$ cat src/rtl/fir_ctrl_pkg.sv
// fir_ctrl_pkg
// Shared definitions for the time-multiplexed FIR controller:
//   - controller state encoding (IDLE=0, MAC=1, OUT=2)
//   - reset-default coefficient set (unity gain, h[0] first)
//   - accumulator width helper used to size AW
package fir_ctrl_pkg;

  localparam logic [1:0] ST_IDLE = 2'd0;
  localparam logic [1:0] ST_MAC  = 2'd1;
  localparam logic [1:0] ST_OUT  = 2'd2;

  localparam int DEF_TAPS = 4;
  localparam logic [7:0] COEF_DEFAULT [DEF_TAPS] = '{8'h3C, 8'h44, 8'h44, 8'h3C};

  // Enough headroom for TAPS full-scale products to be summed without wrap.
  function automatic int acc_width(input int dw, input int cw, input int taps);
    return dw + cw + $clog2(taps);
  endfunction

  // Default coefficient for a tap index; the table repeats for banks wider
  // than the default set.
  function automatic logic [7:0] coef_default(input int idx);
    return COEF_DEFAULT[idx % DEF_TAPS];
  endfunction

endpackage

$ cat src/rtl/fir_coef_bank.sv
// fir_coef_bank
// TAPS x CW coefficient register file with one write port and a
// combinational read port indexed by tap.
// Build option FIR_COEF_WRITE_EN:
//   defined   - coefficients live in flops, loaded with the defaults on reset
//               and overwritten through the write port.
//   undefined - write port is ignored; the read port returns the constant
//               defaults and no coefficient storage exists.
// Ports:
//   clk, rst_n      clock, asynchronous active-low reset
//   we/waddr/wdata  write strobe, tap index, coefficient value (already qualified)
//   rd_idx          tap index to read
//   rd_data         coefficient for rd_idx
module fir_coef_bank
  import fir_ctrl_pkg::*;
#(
  parameter int TAPS = 4,
  parameter int CW   = 8
) (
  input  logic                     clk,
  input  logic                     rst_n,
  input  logic                     we,
  input  logic [$clog2(TAPS)-1:0]  waddr,
  input  logic [CW-1:0]            wdata,
  input  logic [$clog2(TAPS)-1:0]  rd_idx,
  output logic [CW-1:0]            rd_data
);

`ifdef FIR_COEF_WRITE_EN
  logic [CW-1:0] h [TAPS];

  always_ff @(posedge clk or negedge rst_n) begin
    if (!rst_n) begin
      for (int i = 0; i < TAPS; i++) h[i] <= CW'(coef_default(i));
    end else if (we) begin
      h[waddr] <= wdata;
    end
  end

  assign rd_data = h[rd_idx];
`else
  // Write port is kept for pin compatibility only.
  logic unused_ok;
  assign unused_ok = &{1'b0, clk, rst_n, we, waddr, wdata};

  assign rd_data = CW'(coef_default(int'(rd_idx)));
`endif

endmodule

$ cat src/rtl/fir_mac_sequencer.sv
// fir_mac_sequencer
// Time-multiplexed FIR: accepts one unsigned sample per handshake, shifts it
// into a TAPS-deep delay line, then runs one shared multiplier-accumulator
// over the taps, one tap per cycle. The result (acc bits DW+CW-1:CW,
// saturated to all-ones on overflow) is presented on a valid/ready port.
// Build option FIR_COEF_WRITE_EN enables the coefficient write port
// (see fir_coef_bank).
// Ports:
//   clk, rst_n                 clock, asynchronous active-low reset
//   ena                        synchronous enable (low: everything holds)
//   flush                      synchronous clear of data path and output
//   s_valid/s_ready/s_data     sample input handshake
//   m_valid/m_ready/m_data     result output handshake
//   coef_we/coef_addr/coef_data coefficient write (only taken in IDLE)
//   busy                       high while in MAC or OUT
module fir_mac_sequencer
  import fir_ctrl_pkg::*;
#(
  parameter int TAPS = 4,
  parameter int DW   = 8,
  parameter int CW   = 8,
  parameter int AW   = acc_width(DW, CW, TAPS)
) (
  input  logic                     clk,
  input  logic                     rst_n,
  input  logic                     ena,
  input  logic                     flush,
  input  logic                     s_valid,
  output logic                     s_ready,
  input  logic [DW-1:0]            s_data,
  output logic                     m_valid,
  input  logic                     m_ready,
  output logic [DW-1:0]            m_data,
  input  logic                     coef_we,
  input  logic [$clog2(TAPS)-1:0]  coef_addr,
  input  logic [CW-1:0]            coef_data,
  output logic                     busy
);

  localparam int KW = $clog2(TAPS);
  localparam logic [KW-1:0] K_LAST = KW'(TAPS - 1);
  localparam int GW = AW - DW - CW;

  logic [1:0]       state;
  logic [KW-1:0]    k;
  logic [DW-1:0]    x [TAPS];
  logic [AW-1:0]    acc;
  logic [CW-1:0]    h_k;
  logic [DW+CW-1:0] prod;
  logic [AW-1:0]    acc_next;
  logic             coef_wr;

  // Scale to the output width, clamping to all-ones if any guard bit is set.
  function automatic logic [DW-1:0] sat_scale(input logic [GW-1:0] guard,
                                               input logic [DW-1:0] scaled);
    return (guard != '0) ? '1 : scaled;
  endfunction

  // Writes only land while idle; a flush or a held enable drops them.
  assign coef_wr = coef_we && ena && !flush && (state == ST_IDLE);

  fir_coef_bank #(
    .TAPS (TAPS),
    .CW   (CW)
  ) u_coef_bank (
    .clk     (clk),
    .rst_n   (rst_n),
    .we      (coef_wr),
    .waddr   (coef_addr),
    .wdata   (coef_data),
    .rd_idx  (k),
    .rd_data (h_k)
  );

  // MAC stage: one tap product per cycle, zero-extended into the accumulator.
  assign prod     = {{CW{1'b0}}, x[k]} * {{DW{1'b0}}, h_k};
  assign acc_next = acc + {{GW{1'b0}}, prod};

  always_ff @(posedge clk or negedge rst_n) begin
    if (!rst_n) begin
      state   <= ST_IDLE;
      k       <= '0;
      acc     <= '0;
      for (int i = 0; i < TAPS; i++) x[i] <= '0;
      m_valid <= 1'b0;
      m_data  <= '0;
      s_ready <= 1'b0;
      busy    <= 1'b0;
    end else if (flush) begin
      state   <= ST_IDLE;
      k       <= '0;
      acc     <= '0;
      for (int i = 0; i < TAPS; i++) x[i] <= '0;
      m_valid <= 1'b0;
      m_data  <= '0;
      s_ready <= 1'b1;
      busy    <= 1'b0;
    end else if (ena) begin
      case (state)
        ST_IDLE: begin
          s_ready <= 1'b1;
          if (s_valid && s_ready) begin
            x[0] <= s_data;
            for (int i = 1; i < TAPS; i++) x[i] <= x[i-1];
            acc     <= '0;
            k       <= '0;
            state   <= ST_MAC;
            s_ready <= 1'b0;
            busy    <= 1'b1;
          end
        end
        ST_MAC: begin
          acc <= acc_next;
          k   <= k + KW'(1);
          // The last tap's product is folded in on the same edge the
          // result is loaded, so the output sees the complete sum.
          if (k == K_LAST) begin
            m_data  <= sat_scale(acc_next[AW-1:DW+CW], acc_next[DW+CW-1:CW]);
            m_valid <= 1'b1;
            state   <= ST_OUT;
          end
        end
        ST_OUT: begin
          if (m_ready) begin
            m_valid <= 1'b0;
            state   <= ST_IDLE;
            s_ready <= 1'b1;
            busy    <= 1'b0;
          end
        end
        default: begin
          state   <= ST_IDLE;
          m_valid <= 1'b0;
          s_ready <= 1'b0;
          busy    <= 1'b0;
        end
      endcase
    end
  end

endmodule

$ cat config.mk
export PLATFORM = sky130hd
export DESIGN_NAME = fir_mac_sequencer
export DESIGN_NICKNAME = d
export VERILOG_FILES = /design/src/rtl/fir_ctrl_pkg.sv /design/src/rtl/fir_coef_bank.sv /design/src/rtl/fir_mac_sequencer.sv
export SDC_FILE = /design/constraint.sdc
export NUM_CORES = 1
export LEC_CHECK = 0
export ABC_CLOCK_PERIOD_IN_PS = 5500
export CAP_MARGIN = 20
export CORE_MARGIN = 2
export CORE_UTILIZATION = 54
export CTS_CLUSTER_DIAMETER = 40
export DETAILED_ROUTE_END_ITERATION = 8
export GPL_TIMING_DRIVEN = 0
export HOLD_SLACK_MARGIN = 0.06
export PLACE_DENSITY = 0.77
export SYNTH_ARGS = -nofsm -noshare
export SYNTH_HDL_FRONTEND = slang
export SYNTH_SLANG_ARGS = --single-unit
$ cat constraint.sdc
create_clock -name clk -period 5.5 [get_ports clk]
set_input_delay 0.825 -clock clk [delete_from_list [all_inputs] [get_ports clk]]
set_output_delay 0.825 -clock clk [all_outputs]
set_load 0.01 [all_outputs]
==> out/qor.yml <==
outcome: "finished clean"
powerDensity_mw_per_mm2: 203
yosysMostFrequentCell: "nand2_1"
netlist_top_cells_area: "dfrtp_1, ha_1, fa_1, nand2_1, a21oi_1"
drive_above_1_share: 0.0969
yosys-top-cells-count: "nand2_1, dfrtp_1, inv_1"
dpl_worst_slack_ps: -119
avgRoutedWirePerCell_um: 16.6
ys_seq_area_frac: 0.335
ant_nets: 0
drtPass1Iterations: 4
grt_max_degree: 64
rows: 34
required_ps: 5720
worst_slack_ps: 156
cts_root_buf: "clkbuf_8"
ff2ff_setup_slack_ps: 160
cpPeakStageDelay_ps: 620
cts_tree: "yes"
n_antenna_cell: 0
clock_sinks: 63
leakagePower_nw: 2.64
syn_inst: 502
cp_common_cell: "fa_1"
final-hold-violation-count: 0
synth_top_area_cell: "dfrtp_1"
finalCriticalPeriod_ps: 5340
die_x_um: 97.4
setup_violations: 0
tightest_slew_ps: 923
grt_pass1_wl_mm: 18.0
synth_fa_ha_area_frac: 0.230
r2r_start: "k[0]$_DFFE_PN0P_"
yosys_most_used_dff: "dfrtp_1"
worstPathArrival_ps: 5560
num_vias: 3760
nets: 640
synth_top_family_by_area: "adder cells"
ios: 36
clk_pin_slew_ps: 80
routabilityCongestion: 0.896
netlist.area_leader.share: 0.335
critPathLaunchType: "flip-flop"
cts_buffers: 9
clkLatencyLatePin_ps: 360
instances_no_fill: 655
synthArstFlopShare: 1.00
crit_family: "adder cells"
hold_path_class: "reg2reg"
antenna_found_initial: 0
start_util: 0.548
core_mm2: 0.00859
synth_compound_area_frac: 0.160
synthSimpleGateAreaFrac: 0.150
fin_crit_sh: 0.972
fin_skew_ps: 13.6
ir_drop_mv: 0.168
synth_nets: 600
cp-startpoint: "k[0]$_DFFE_PN0P_"
slowest_stage: "mux4_2"
crit_cells: 16
ctsHoldBuffers: 0
yosys.cell_types.count: 50
cp_max_fo: 9
finish.utilization: 0.622
vias_per_cell: 5.74
ys_warn_count: 0
yosys_register_bits: 63
avgSynthCellArea_um2: 9.39
area_delta_synth_final_pct: 13.5
htree_levels: 3
cp_cell_sequence: "buf_12 -> mux4_2 -> nor2b_1 -> ha_1 -> fa_1 -> fa_1 -> inv_1 -> fa_1 -> inv_1 -> ha_1 -> a21oi_1 -> nand2_1 -> o21ai_2 -> or4b_2 -> o211ai_1 -> a311oi_1"
timing.critical_path.to: "m_data[5]$_DFFE_PN0P_"
portBuffers: 24
grt_pass1_vias: 3766
cts_buffer_depth: 2
endpoint_kind: "flip-flop"
overflow: 0
dp.final_hpwl_mm: 8.03
relSlewSlack: 0.383
drtIter0Drc: 185
remaining_drc_errors: 0
critPathKind: "reg2reg"
fmax_ghz: 0.187
placedCellCount: 634
muxShareOfSynthArea: 0.0406
cap_violations: 0
grt_usage: 0.238
synth_edf_count: 0
dieArea_mm2: 0.00949
crit_buf_inv: 3
n_fill_cell: 740
r2r_end: "m_data[5]$_DFFE_PN0P_"
syn_area_mm2: 0.00471
die_h_um: 97.4
synth_xor_area_frac: 0.0223
r2r_cells: 16
maxSlewViolCount: 0
wl_mm: 10.9
==> cells by family (layout without fill, tap and decap cells) <==
| group | after synthesis | in the layout |
|---|---|---|
| AND/OR/NAND/NOR | 157 | 157 |
| AO/OA/AOI/OAI | 112 | 112 |
| buffers and inverters | 76 | 121 |
| adder cells (fa/ha/maj) | 73 | 73 |
| flip-flops | 63 | 63 |
| XOR/XNOR | 12 | 12 |
| multiplexers | 9 | 9 |
==> cell usage in the layout, fill, tap and decap left out, types with 4 or more instances in the layout <==
cell	instances
dfrtp_1	63
xnor2_1	8
a311oi_1	4
nor3_1	5
a22o_1	6
nor2_1	32
clkbuf_1	17
and2_1	10
fa_1	23
clkdlybuf4s50_1	23
clkbuf_8	9
o31ai_1	7
nor2b_1	11
buf_4	7
mux4_2	8
inv_1	52
a21oi_1	50
o21ai_0	5
nand2_1	83
nand3_1	4
ha_1	49
a21o_1	12
==> registers in the layout, summed over array words and instances (netlist names) <==
register	count
m_valid	1
x	32
k	2
state	2
s_ready	1
busy	1
m_data	8
acc	16
==> worst register-to-register path, delay by kind of cell (launching register included) <==
family	cells	cell delay (ps)
adder cells (fa/ha/maj)	5	2290
AND/OR/NAND/NOR	3	910
buffers and inverters	3	250
multiplexers	1	620
AO/OA/AOI/OAI	4	730
flip-flops	1	400
==> report_power, final <==
group	internal (mW)	switching, mW	total (mW)	leakage, nW
sequential	0.472	0.00765	0.479	0.871
clock	0.167	0.207	0.374	0.0910
combinational	0.0878	0.145	0.233	1.68
==> metal layers <==
metal / GRT usage / part of all wire / vias up
met5: 0 / 0 / -
met4: 0.0598 / 0.013 / 0
met3: 0.0453 / 0.049 / 13
met2: 0.408 / 0.51 / 80
met1: 0.312 / 0.43 / 1880
li1: - / - / 1787
==> worst min-delay path by stage <==
stage                          end                 from  slack [ps]  cells after the start
3_5_place_dp   acc[14]$_DFFE_PN0P_  acc[14]$_DFFE_PN0P_         480                      2
6_report       acc[14]$_DFFE_PN0P_  acc[14]$_DFFE_PN0P_         500                      2
5_1_grt        acc[14]$_DFFE_PN0P_  acc[14]$_DFFE_PN0P_         510                      2
3_3_place_gp   acc[14]$_DFFE_PN0P_  acc[14]$_DFFE_PN0P_         470                      2
4_1_cts        acc[14]$_DFFE_PN0P_  acc[14]$_DFFE_PN0P_         500                      2
2_1_floorplan   acc[6]$_DFFE_PN0P_   acc[6]$_DFFE_PN0P_         450                      2
==> stage by stage <==
step	hold WS [ps]	TNS [ps]	instance area, µm²	total power, mW
global route	514	-37.3	5350	1.14
detailed placement	482	-280	5080	0.712
floorplan	450	0	4710	0.640
global placement	470	-112	5090	0.704
finish	497	0	5350	1.09
CTS	499	0	5260	1.08
==> timing repair <==
item,in CTS,in global routing
pin swaps,0,2
setup buffers,0,5
setup endpoints to repair,9,10
resized for setup,2,13
cloned,0,0
==> layout make-up <==
class / instances / area (µm²) / area share
Multi-Input combinational cell: 363 / 2880 / 0.538
Sequential cell: 63 / 1580 / 0.295
Timing Repair Buffer: 29 / 275 / 0.0515
Inverter: 52 / 195 / 0.0365
Tap cell: 108 / 135 / 0.0253
Clock buffer: 10 / 128 / 0.0239
Buffer: 24 / 115 / 0.0215
Clock inverter: 6 / 45.0 / 0.00842
(Power assumes the default switching activity.)
==> RTL edit, RTL diff (same settings) <==
Change the parameter `DW` from 8 to 9.
--- a/src/rtl/fir_mac_sequencer.sv
+++ b/src/rtl/fir_mac_sequencer.sv
@@ -17,7 +17,7 @@
   import fir_ctrl_pkg::*;
 #(
   parameter int TAPS = 4,
-  parameter int DW   = 8,
+  parameter int DW   = 9,
   parameter int CW   = 8,
   parameter int AW   = acc_width(DW, CW, TAPS)
 ) (
Interface: changed (resized m_data and s_data); port bits go from 36 to 38. The function was not compared with the original's and may differ.
==> RTL edit against the original RTL <==
Synthesized area is 9.1% higher; final area is 14% higher; core utilization is 3.6 points higher; routed wire length is 12% higher; worst setup slack worse by 0.053 ns; total power is 17% higher; critical path depth is 2 higher; final cell count is 12% higher; sequential cell count is 6 higher; clock skew is 0.0025 ns lower; largest power group unchanged; highest routed layer unchanged.
==> RTL edit: results <==
{
  "avgSynthCellArea_um2": 9.414,
  "grt_pass1_vias": 4182,
  "htreeDepth": 3,
  "cp_top_family": "adder cells",
  "min_path_type": "reg2reg",
  "top_layer": "met4",
  "grt_first_pass_wirelength_um": 19730,
  "synth_common_cells": "nand2_1 (91), dfrtp_1 (69), inv_1 (64)",
  "status": "complete, no violations",
  "synthTopCellsByArea": "dfrtp_1 (34%), ha_1 (13%), fa_1 (11%)",
  "finClkSkew_ns": 0.01107,
  "numPortBuffers": 25,
  "top_regs": "x (36), acc (17), m_data (9)",
  "dpl_cell_area_um2": 5549,
  "p_leak_nw": 2.943,
  "dp_cells": 700,
  "drive_gt1_frac": 0.1516,
  "layout.nets": 708,
  "grt_usage": 0.2482,
  "dp_slack_ns": -0.5041,
  "root_buffer": "clkbuf_8",
  "critPathSlowestCell": "mux4_2",
  "ys_seq_area_frac": 0.3359,
  "postSynth.asyncResetShare": 1.000,
  "gp_congestion": 0.8576,
  "cts_buffers": 9,
  "hpwl_um": 8674,
  "drt_iter0_drc": 259,
  "grt_max_degree": 70,
  "clk_latency_ns": 0.36,
  "wl_per_cell_um": 16.61,
  "first_pass_iters": 5,
  "via_per_inst": 5.677,
  "fmax_mhz": 185.3,
  "crit_fanout": 7,
  "antenna_found_initial": 0,
  "ir_worst_vdd_mv": 0.1486,
  "hold-worst-slack_ns": 0.4888,
  "slew_headroom": 0.3045,
  "ys_types": 52,
  "ff2ff_setup_slack_ns": 0.10,
  "cp_slowest_stage_delay_ns": 0.60,
  "wl_met3_um": 472,
  "cp.arrival_ns": 5.67,
  "met1_length_um": 5141,
  "syn_nets": 652,
  "clkTransAtPathRegs_ns": 0.09,
  "wl_met2_um": 6343,
  "instances_no_fill": 736
}
[RTL edit: area by class of cell]
class	instances	area, um2
tap	129	161.4
clock inverter	7	80.08
buffer	24	142.6
inverter	64	240.2
timing repair buffer	45	410.4
clock buffer	9	123.9
multi-input combinational	389	3201
fill	686	3154
sequential	69	1727
[RTL edit: metal layers]
layer / global-route usage / vias to the layer above
met5: 0 / -
met4: 0.09667 / 0
met3: 0.03727 / 23
met2: 0.4241 / 122
met1: 0.3182 / 2085
li1: - / 1948
[RTL edit: kinds of logic after synthesis]
| logic type | synth area share |
|---|---|
| muxes | 0.04528 |
| and+or+nand+nor | 0.1556 |
| adders and majority gates | 0.2342 |
| xor gates and xnor gates | 0.02556 |
| buffers and inverters | 0.07108 |
| DFF | 0.3359 |
| AOI/OAI and AO/OA | 0.1324 |
[RTL edit: power breakdown]
part	switching, mW	internal (mW)
registers	0.00795	0.516
logic	0.173	0.125
clock network	0.228	0.217
[RTL edit: final timing paths]
check / from / to / cells after the start
setup / recovery: k[0]$_DFFE_PN0P_ / m_data[5]$_DFFE_PN0P_ / 18
hold / removal: acc[16]$_DFFE_PN0P_ / acc[16]$_DFFE_PN0P_ / 2
setup reg to reg: k[0]$_DFFE_PN0P_ / m_data[5]$_DFFE_PN0P_ / 18
hold reg to reg: acc[16]$_DFFE_PN0P_ / acc[16]$_DFFE_PN0P_ / 2
max in group asynchronous: rst_n / k[1]$_DFFE_PN0P_ / 1
min in group asynchronous: rst_n / m_data[4]$_DFFE_PN0P_ / 1
[RTL edit: repair_timing]
item	4_1_cts	5_1_grt
resized for setup	8	30
setup buffers	8	12
hold buffers	0	0
pin swaps	1	21
setup endpoints to repair	11	11
[RTL edit: worst min-delay path, stage by stage (launching register included)]
cell and delay (ns):
dfrtp_1 0.35, nand2_1 0.05, o21ai_0 0.06
